### src/rtl/clut_video_out.sv
// Raster timing and CLUT output stage: generates pixel/line counters for the fetch path,
// realigns returned CLUT colour with delayed sync/blank, and holds the palette bank steady per frame.
module clut_video_out #(
    parameter int H_TOTAL      = 384,
    parameter int H_ACTIVE     = 288,
    parameter int H_SYNC_START = 304,
    parameter int H_SYNC_WIDTH = 32,
    parameter int V_TOTAL      = 264,
    parameter int V_ACTIVE     = 224,
    parameter int V_SYNC_START = 240,
    parameter int V_SYNC_WIDTH = 8,
    parameter int LATENCY      = 2
) (
    input  logic       CLK_6M,
    input  logic       CLR,
    input  logic [7:0] R_IN,
    input  logic [7:0] G_IN,
    input  logic [7:0] B_IN,
    input  logic       BANK_REQ,
    output logic       BANK,
    output logic [8:0] HCNT,
    output logic [8:0] VCNT,
    output logic       HBLANK,
    output logic       VBLANK,
    output logic       VBLANK_IRQ,
    output logic [7:0] R,
    output logic [7:0] G,
    output logic [7:0] B,
    output logic       HSYNC_N,
    output logic       VSYNC_N,
    output logic       BLANK_N
);

    localparam logic [8:0] H_LAST   = 9'(H_TOTAL - 1);
    localparam logic [8:0] V_LAST   = 9'(V_TOTAL - 1);
    localparam logic [8:0] H_ACT    = 9'(H_ACTIVE);
    localparam logic [8:0] V_ACT    = 9'(V_ACTIVE);
    localparam logic [9:0] HS_BEGIN = 10'(H_SYNC_START);
    localparam logic [9:0] HS_END   = 10'(H_SYNC_START + H_SYNC_WIDTH);
    localparam logic [9:0] VS_BEGIN = 10'(V_SYNC_START);
    localparam logic [9:0] VS_END   = 10'(V_SYNC_START + V_SYNC_WIDTH);

    logic [8:0] h_next;
    logic [8:0] v_next;
    logic       vblank_start;
    logic       hs;
    logic       vs;
    logic       vis;
    logic       hs_d;
    logic       vs_d;
    logic       vis_d;

    always_comb begin
        h_next = HCNT + 9'd1;
        v_next = VCNT;
        if (HCNT == H_LAST) begin
            h_next = 9'd0;
            v_next = (VCNT == V_LAST) ? 9'd0 : VCNT + 9'd1;
        end
    end

    // Decoded from the next counter state so the IRQ and bank load land on the
    // same edge that moves the counters to (0, V_ACTIVE).
    assign vblank_start = (h_next == 9'd0) && (v_next == V_ACT);

    always_ff @(posedge CLK_6M or negedge CLR) begin
        if (!CLR) begin
            HCNT       <= 9'd0;
            VCNT       <= 9'd0;
            VBLANK_IRQ <= 1'b0;
            BANK       <= 1'b0;
        end else begin
            HCNT       <= h_next;
            VCNT       <= v_next;
            VBLANK_IRQ <= vblank_start;
            if (vblank_start) begin
                BANK <= BANK_REQ;
            end
        end
    end

    assign HBLANK = HCNT >= H_ACT;
    assign VBLANK = VCNT >= V_ACT;
    assign hs     = ({1'b0, HCNT} >= HS_BEGIN) && ({1'b0, HCNT} < HS_END);
    assign vs     = ({1'b0, VCNT} >= VS_BEGIN) && ({1'b0, VCNT} < VS_END);
    assign vis    = !HBLANK && !VBLANK;

    // Delay line matching the CLUT fetch latency; stage LATENCY-1 lines up with *_IN.
    generate
        if (LATENCY == 1) begin : g_pipe_one
            logic [2:0] pipe;
            always_ff @(posedge CLK_6M or negedge CLR) begin
                if (!CLR) begin
                    pipe <= 3'b000;
                end else begin
                    pipe <= {hs, vs, vis};
                end
            end
            assign hs_d  = pipe[2];
            assign vs_d  = pipe[1];
            assign vis_d = pipe[0];
        end else begin : g_pipe_multi
            logic [LATENCY-1:0] hs_pipe;
            logic [LATENCY-1:0] vs_pipe;
            logic [LATENCY-1:0] vis_pipe;
            always_ff @(posedge CLK_6M or negedge CLR) begin
                if (!CLR) begin
                    hs_pipe  <= '0;
                    vs_pipe  <= '0;
                    vis_pipe <= '0;
                end else begin
                    hs_pipe  <= {hs_pipe[LATENCY-2:0], hs};
                    vs_pipe  <= {vs_pipe[LATENCY-2:0], vs};
                    vis_pipe <= {vis_pipe[LATENCY-2:0], vis};
                end
            end
            assign hs_d  = hs_pipe[LATENCY-1];
            assign vs_d  = vs_pipe[LATENCY-1];
            assign vis_d = vis_pipe[LATENCY-1];
        end
    endgenerate

    always_ff @(posedge CLK_6M or negedge CLR) begin
        if (!CLR) begin
            R       <= 8'd0;
            G       <= 8'd0;
            B       <= 8'd0;
            HSYNC_N <= 1'b1;
            VSYNC_N <= 1'b1;
            BLANK_N <= 1'b0;
        end else begin
            R       <= vis_d ? R_IN : 8'd0;
            G       <= vis_d ? G_IN : 8'd0;
            B       <= vis_d ? B_IN : 8'd0;
            HSYNC_N <= !hs_d;
            VSYNC_N <= !vs_d;
            BLANK_N <= vis_d;
        end
    end

endmodule

### config.mk
export PLATFORM = sky130hd
export DESIGN_NAME = clut_video_out
export DESIGN_NICKNAME = d
export VERILOG_FILES = /design/src/rtl/clut_video_out.sv
export SDC_FILE = /design/constraint.sdc
export NUM_CORES = 1
export LEC_CHECK = 0
export ABC_AREA = 1
export CAP_MARGIN = 10
export CORE_ASPECT_RATIO = 0.8
export CORE_MARGIN = 2
export CORE_UTILIZATION = 41
export DETAILED_ROUTE_END_ITERATION = 6
export MAX_ROUTING_LAYER = met4
export PLACE_DENSITY = 0.74
export SLEW_MARGIN = 0
export SYNTH_ARGS = -nofsm -noshare
export SYNTH_HDL_FRONTEND = slang
export SYNTH_SLANG_ARGS = --single-unit
### constraint.sdc
create_clock -name CLK_6M -period 1.6 [get_ports CLK_6M]
set_input_delay 0.24 -clock CLK_6M [delete_from_list [all_inputs] [get_ports CLK_6M]]
set_output_delay 0.24 -clock CLK_6M [all_outputs]
set_load 0.01 [all_outputs]
# Word-level counts from Yosys, hierarchy flattened
# Cells that the tools add are included.
# classes
n_reduce_logical,9
magnitude_cmp,6
mux,6
n_addsub,2
eq_ne,3
# op_table
op,count
$mux 9,3
$mux 8,3
$add 9x1->9 const B,2
$eq 9x9->1 const B,2
$ge 9x8->1 const B,2
$ge 9x9->1 const B,2
$eq 9x8->1 const B,1
$logic_not 9->1,1
$lt 9x8->1 const B,1
$lt 9x9->1 const B,1
$logic_and 1x1->1,4
$logic_not 1->1,4
# totals
wordCells,39
inputBits,27
ff_bits,53
output_inout_bits,49

# Depth between registers and ports, before layout
# logic_depth
ltp_word,5
ltp_mapped,13

# Worst setup path after synthesis
# OpenSTA, ideal clock, no wires.
# synth_timing
kind,reg2reg
from,register HCNT[0]
to,register BANK
arrival_time_ns,1.671
t_required_ns,1.483
n_path_buf,0
period_less_slack_ns,1.788
path_stages_with_launch,12
path_slack_ns,-0.188
setup_time_ns,0.117
cell_sequence,dfrtp_1 ha_1 nand2_1 nor2_1 nand2_1 nor2_4 nand2_1 xnor2_2 nor2_1 nand3_2 nand2_1 nand2_1
# synth_via
elab_chain_cells,4
word_cells_on_any_way,7
cone_classes,add/sub: 1; eq/ne: 2; mux: 2; reduce/logical: 2
# synth_rtl
item,line,text
"start, declared",21,"output logic [8:0] HCNT,"
"start signal, assigned",73,HCNT <= h_next;
$eq 9x9->1,56,if (HCNT == H_LAST) begin
$mux 9,56,
via v_next[2],44,logic [8:0] v_next;
$eq 9x8->1,64,assign vblank_start = (h_next == 9'd0) && (v_next == V_ACT);
$logic_and 1x1->1,64,
"end signal, assigned",71,BANK <= 1'b0;
"end signal, assigned",77,BANK <= BANK_REQ;
"end, declared",20,"output logic BANK,"
# The timed path passes the listed nets, and every way through them passes these cells.
# A chain may end at the register's enable or synchronous reset.

# Worst setup path in the final report
# layout_timing
from,register HCNT[1]
to,register BANK
# Same word-level chain as after synthesis.

==> summary by stage <==
Die
The initialized floorplan defines 24 standard-cell rows. The core region is 0.00538 mm^2. The chip width is 87.0 um. The height of the die is 70.4 um. The die covers just over 0.006 mm^2. The starting utilization of the core area is 42.1%.

Pin placement for this block handled 76 I/O pins.

STA
The highest achievable clock rate is 0.546 GHz. The ratio of final minimum period to clock period is 114%. Setup violations remaining at the end of the flow were counted as 5. At the pin with the least slew margin, the transition time is about 0.76 ns. The clock period minus final worst setup slack is 1.83 ns. Setup repair after global routing could not meet its margin everywhere. In this run the tightest slew margin relative to its limit is about half. Setup slack on the critical path of the routed design comes to -0.232 ns.

The number of hold violations in the final report is 0. The number of slew-limit violations in the final report is 0. Between clock sinks in the finished design, the worst skew comes to 0.00328 ns.

Synth
The post-synthesis register bit count is 53. Dividing the synthesized area by the synthesized cell count gives between 8 and 9 um^2. The cell count after synthesis came out at 254.

The yosys synthesis warning count is 0. The cell area after synthesis is 0.00226 mm^2. The number of nets in the synthesized netlist is 286. The post-synthesis cell type count is 25.

For this run, the register share of the synthesized area comes to 58.7%.

Cells and area
Compared with the post-synthesis result, the final layout area differs by 66.4%. The post-layout utilization of the core is 70.0%. Of the cells placed in the final design, the portion with a size suffix greater than 1 is 28.6%.

The area used by multi-input combinational logic is between 800 and 900 um^2. 0 antenna diodes ended up in the layout. The number of standard cells in the layout, taps in and fillers out is 453. The sequential standard cell area is about 0.0013 mm^2. The fill cell instance count of the final layout is 380. The final net count is between 400 and 500.

Critical path
The number of buffer and inverter instances along the worst setup path is 0. The endpoint arrival time on the critical path is 2.03 ns. The setup path with the least slack is of type flip-flop to flip-flop. The data required time of the critical path is 1.80 ns. On the worst path, the slowest cell contributes a delay of between 0.4 and 0.5 ns. STA classifies the critical path endpoint as a flip-flop. The most numerous cell on the critical path is sky130_fd_sc_hd__nand2_2.

In this run the worst path has a maximum fanout of 7. The largest individual stage delay along the critical path comes from the cell sky130_fd_sc_hd__dfrtp_1. The critical path goes through ha_4 -> nand2_2 -> nor2_4 -> nand2_2 -> nor2_4 -> nand2_2 -> xnor2_2 -> nor2_2 -> nand3_2 -> nand2_1 -> nand2_1.

The worst setup path is launched from a flip-flop. The kind of cell with the highest combined delay along the critical path is simple AND/OR/NAND/NOR gates.

Routing
After detailed routing, the average wire length per cell comes to 13.6 um. The detail-routed via count per cell is 4.72. In the routed design, unresolved DRC markers number 0. The routed design has around 6.2 mm of wire. In this run the remaining antenna-violating nets after routing total 0. The number of vias in the routed layout is 2,136. For this run, the detailed router's first-pass iteration total came to 4. The first routing iteration left 272 violations.

CTS
In this run, CTS created clock tree buffers numbering 5. TritonCTS built the clock tree. The clock passes through at most 2 buffers.

The tree built by TritonCTS fans out to 53 sinks. For the worst-skew pair, the clock arrives at the later sink with an insertion delay of 0.30 ns. The H-tree generated during clock tree synthesis spans 2 levels. The tree is rooted in a sky130_fd_sc_hd__clkbuf_8. After clock tree synthesis, the clock-pin slew on the worst setup and hold paths is 0.09 ns.

Power
In this run the static leakage power is about 0.0020 uW. The power density normalized to cell area is 659 mW/mm^2. The worst ir drop on vdd is 0.000423 V.

Placement
Routability-driven placement finished with a final weighted congestion of 0.944. The number of buffer cells added on primary ports is between 70 and 80. The wire-length estimate of the detail-placed layout is 4.01 mm. Including well taps, the total number of placed cells is 432.

GRT
The via count of the first global-routing pass is approximately 2,000. Global routing used 20.9% of the available tracks. The first global-routing pass estimated 9.63 mm of wire. Entering global routing, the biggest net connects 54 pins. The residual overflow from global routing is 0. The initial antenna violation count is 0.

Outcome
The flow ran to the end, but the final reports show violations. The checks that failed: setup timing.

Min path
The worst min-delay path class is flip-flop to flip-flop.

Job
Across the run, the number of max-cap violations was 0.
report_power, final:
part | leakage (uW) | total [uW] | internal, uW | switching, uW
Combinational | 0.00134 | 200 | 122 | 77.5
Sequential | 0.000636 | 1380 | 1370 | 7.71
Clock | 0.0000554 | 903 | 470 | 433
layout by cell type, fill, tap and decap left out, types with 4 or more instances in the layout:
cell	synthesis	layout
sky130_fd_sc_hd__nand4_1	4	4
sky130_fd_sc_hd__nor2_2	1	4
sky130_fd_sc_hd__buf_4	0	46
sky130_fd_sc_hd__clkdlybuf4s50_1	0	59
sky130_fd_sc_hd__dfrtp_1	51	46
sky130_fd_sc_hd__nor2_4	3	7
sky130_fd_sc_hd__dlymetal6s2s_1	0	7
sky130_fd_sc_hd__clkbuf_8	0	5
sky130_fd_sc_hd__ha_1	5	4
sky130_fd_sc_hd__nand2_2	2	15
sky130_fd_sc_hd__dlygate4sd2_1	0	6
sky130_fd_sc_hd__nand3_2	4	9
sky130_fd_sc_hd__nand2_1	73	61
sky130_fd_sc_hd__nand3_1	16	10
sky130_fd_sc_hd__nor2_1	18	11
sky130_fd_sc_hd__dfrtp_2	0	5
sky130_fd_sc_hd__buf_6	0	4
sky130_fd_sc_hd__inv_1	57	57
cells in the mapped netlist, drive strengths merged:
cell type	n	share of area (%)
o31a	1	0.39
dfrtp	51	56
o21ai	5	1.1
ha	5	2.8
nor2	22	4.8
clkbuf	2	0.33
nand4	4	1.1
xnor2	1	0.72
o22ai	1	0.28
nand2	76	13
dfstp	2	2.3
clkinv	1	0.22
nor4	1	0.28
nand3	20	5.3
a21boi	1	0.33
xor2	1	0.39
nor3	1	0.22
inv	57	9.5
a21oi	2	0.44
cells by family (layout without fill, tap and decap cells):
logic type | after synthesis | count (layout) | share of synthesized area (%)
flops | 53 | 53 | 58.7
fa+ha+maj | 5 | 5 | 2.77
xor+xnor | 2 | 2 | 1.11
buf+inv | 60 | 193 | 10.0
compound gates | 10 | 10 | 2.54
simple gates | 124 | 125 | 24.8
layer usage:
layer	up-vias	wire, um	GRT usage, %
met4	0	76	5.56
met1	1001	2530	26.7
met5	-	0	-
met2	103	3080	33.8
met3	14	469	4.73
li1	1018	-	-
final cells by class:
cell class / count / share of cell area, %
Clock inverter: 2 / 1.03
Timing Repair Buffer: 127 / 31.1
Sequential cell: 53 / 35.5
Clock buffer: 6 / 1.93
Tap cell: 65 / 2.16
Inverter: 58 / 5.82
Multi-Input combinational cell: 142 / 22.5
repair_timing:
item,in CTS,in global routing
resized for setup,25,34
setup endpoints to repair,11,18
pin swaps,10,21
endpoints found under the hold margin,51,0
cloned,1,0
hold buffers,1,0
setup buffers,5,6
metrics by stage:
| stage | area, um^2 | hold WS [ns] | setup WS (ns) | power (uW) | TNS, ns |
|---|---|---|---|---|---|
| floorplan | 2280 | -0.0556 | -0.141 | 1440 | -0.182 |
| finish | 3760 | 0.356 | -0.232 | 2480 | -0.643 |
| global route | 3760 | 0.373 | -0.331 | 2590 | -1.29 |
| CTS | 3620 | 0.359 | -0.174 | 2510 | -0.256 |
| global placement | 3410 | 0.253 | -0.163 | 1600 | -0.260 |
| detailed placement | 3410 | 0.258 | -0.257 | 1600 | -0.462 |
final timing paths:
kind / start / to / slack [ns] / cells after the start
max: HCNT[1]$_DFF_PN0_ / BANK$_DFFE_PN0P_ / -0.23 / 11
min: g_pipe_multi.vs_pipe[0]$_DFF_PN0_ / g_pipe_multi.vs_pipe[1]$_DFF_PN0_ / 0.36 / 0
max reg2reg: HCNT[1]$_DFF_PN0_ / BANK$_DFFE_PN0P_ / -0.23 / 11
min reg2reg: g_pipe_multi.vs_pipe[0]$_DFF_PN0_ / g_pipe_multi.vs_pipe[1]$_DFF_PN0_ / 0.36 / 0
max in group asynchronous: CLR / HSYNC_N$_DFF_PN1_ / 0.87 / 3
min in group asynchronous: CLR / g_pipe_multi.vs_pipe[1]$_DFF_PN0_ / 0.45 / 3
sequential cells by signal (all words and copies together), names as in the netlist:
name / count
g_pipe_multi.vis_pipe: 2
G: 8
R: 8
g_pipe_multi.hs_pipe: 2
VSYNC_N: 1
HSYNC_N: 1
HCNT: 9
BLANK_N: 1
g_pipe_multi.vs_pipe: 2
VBLANK_IRQ: 1
BANK: 1
B: 8
VCNT: 9
Power figures use the tool's default switching activity.
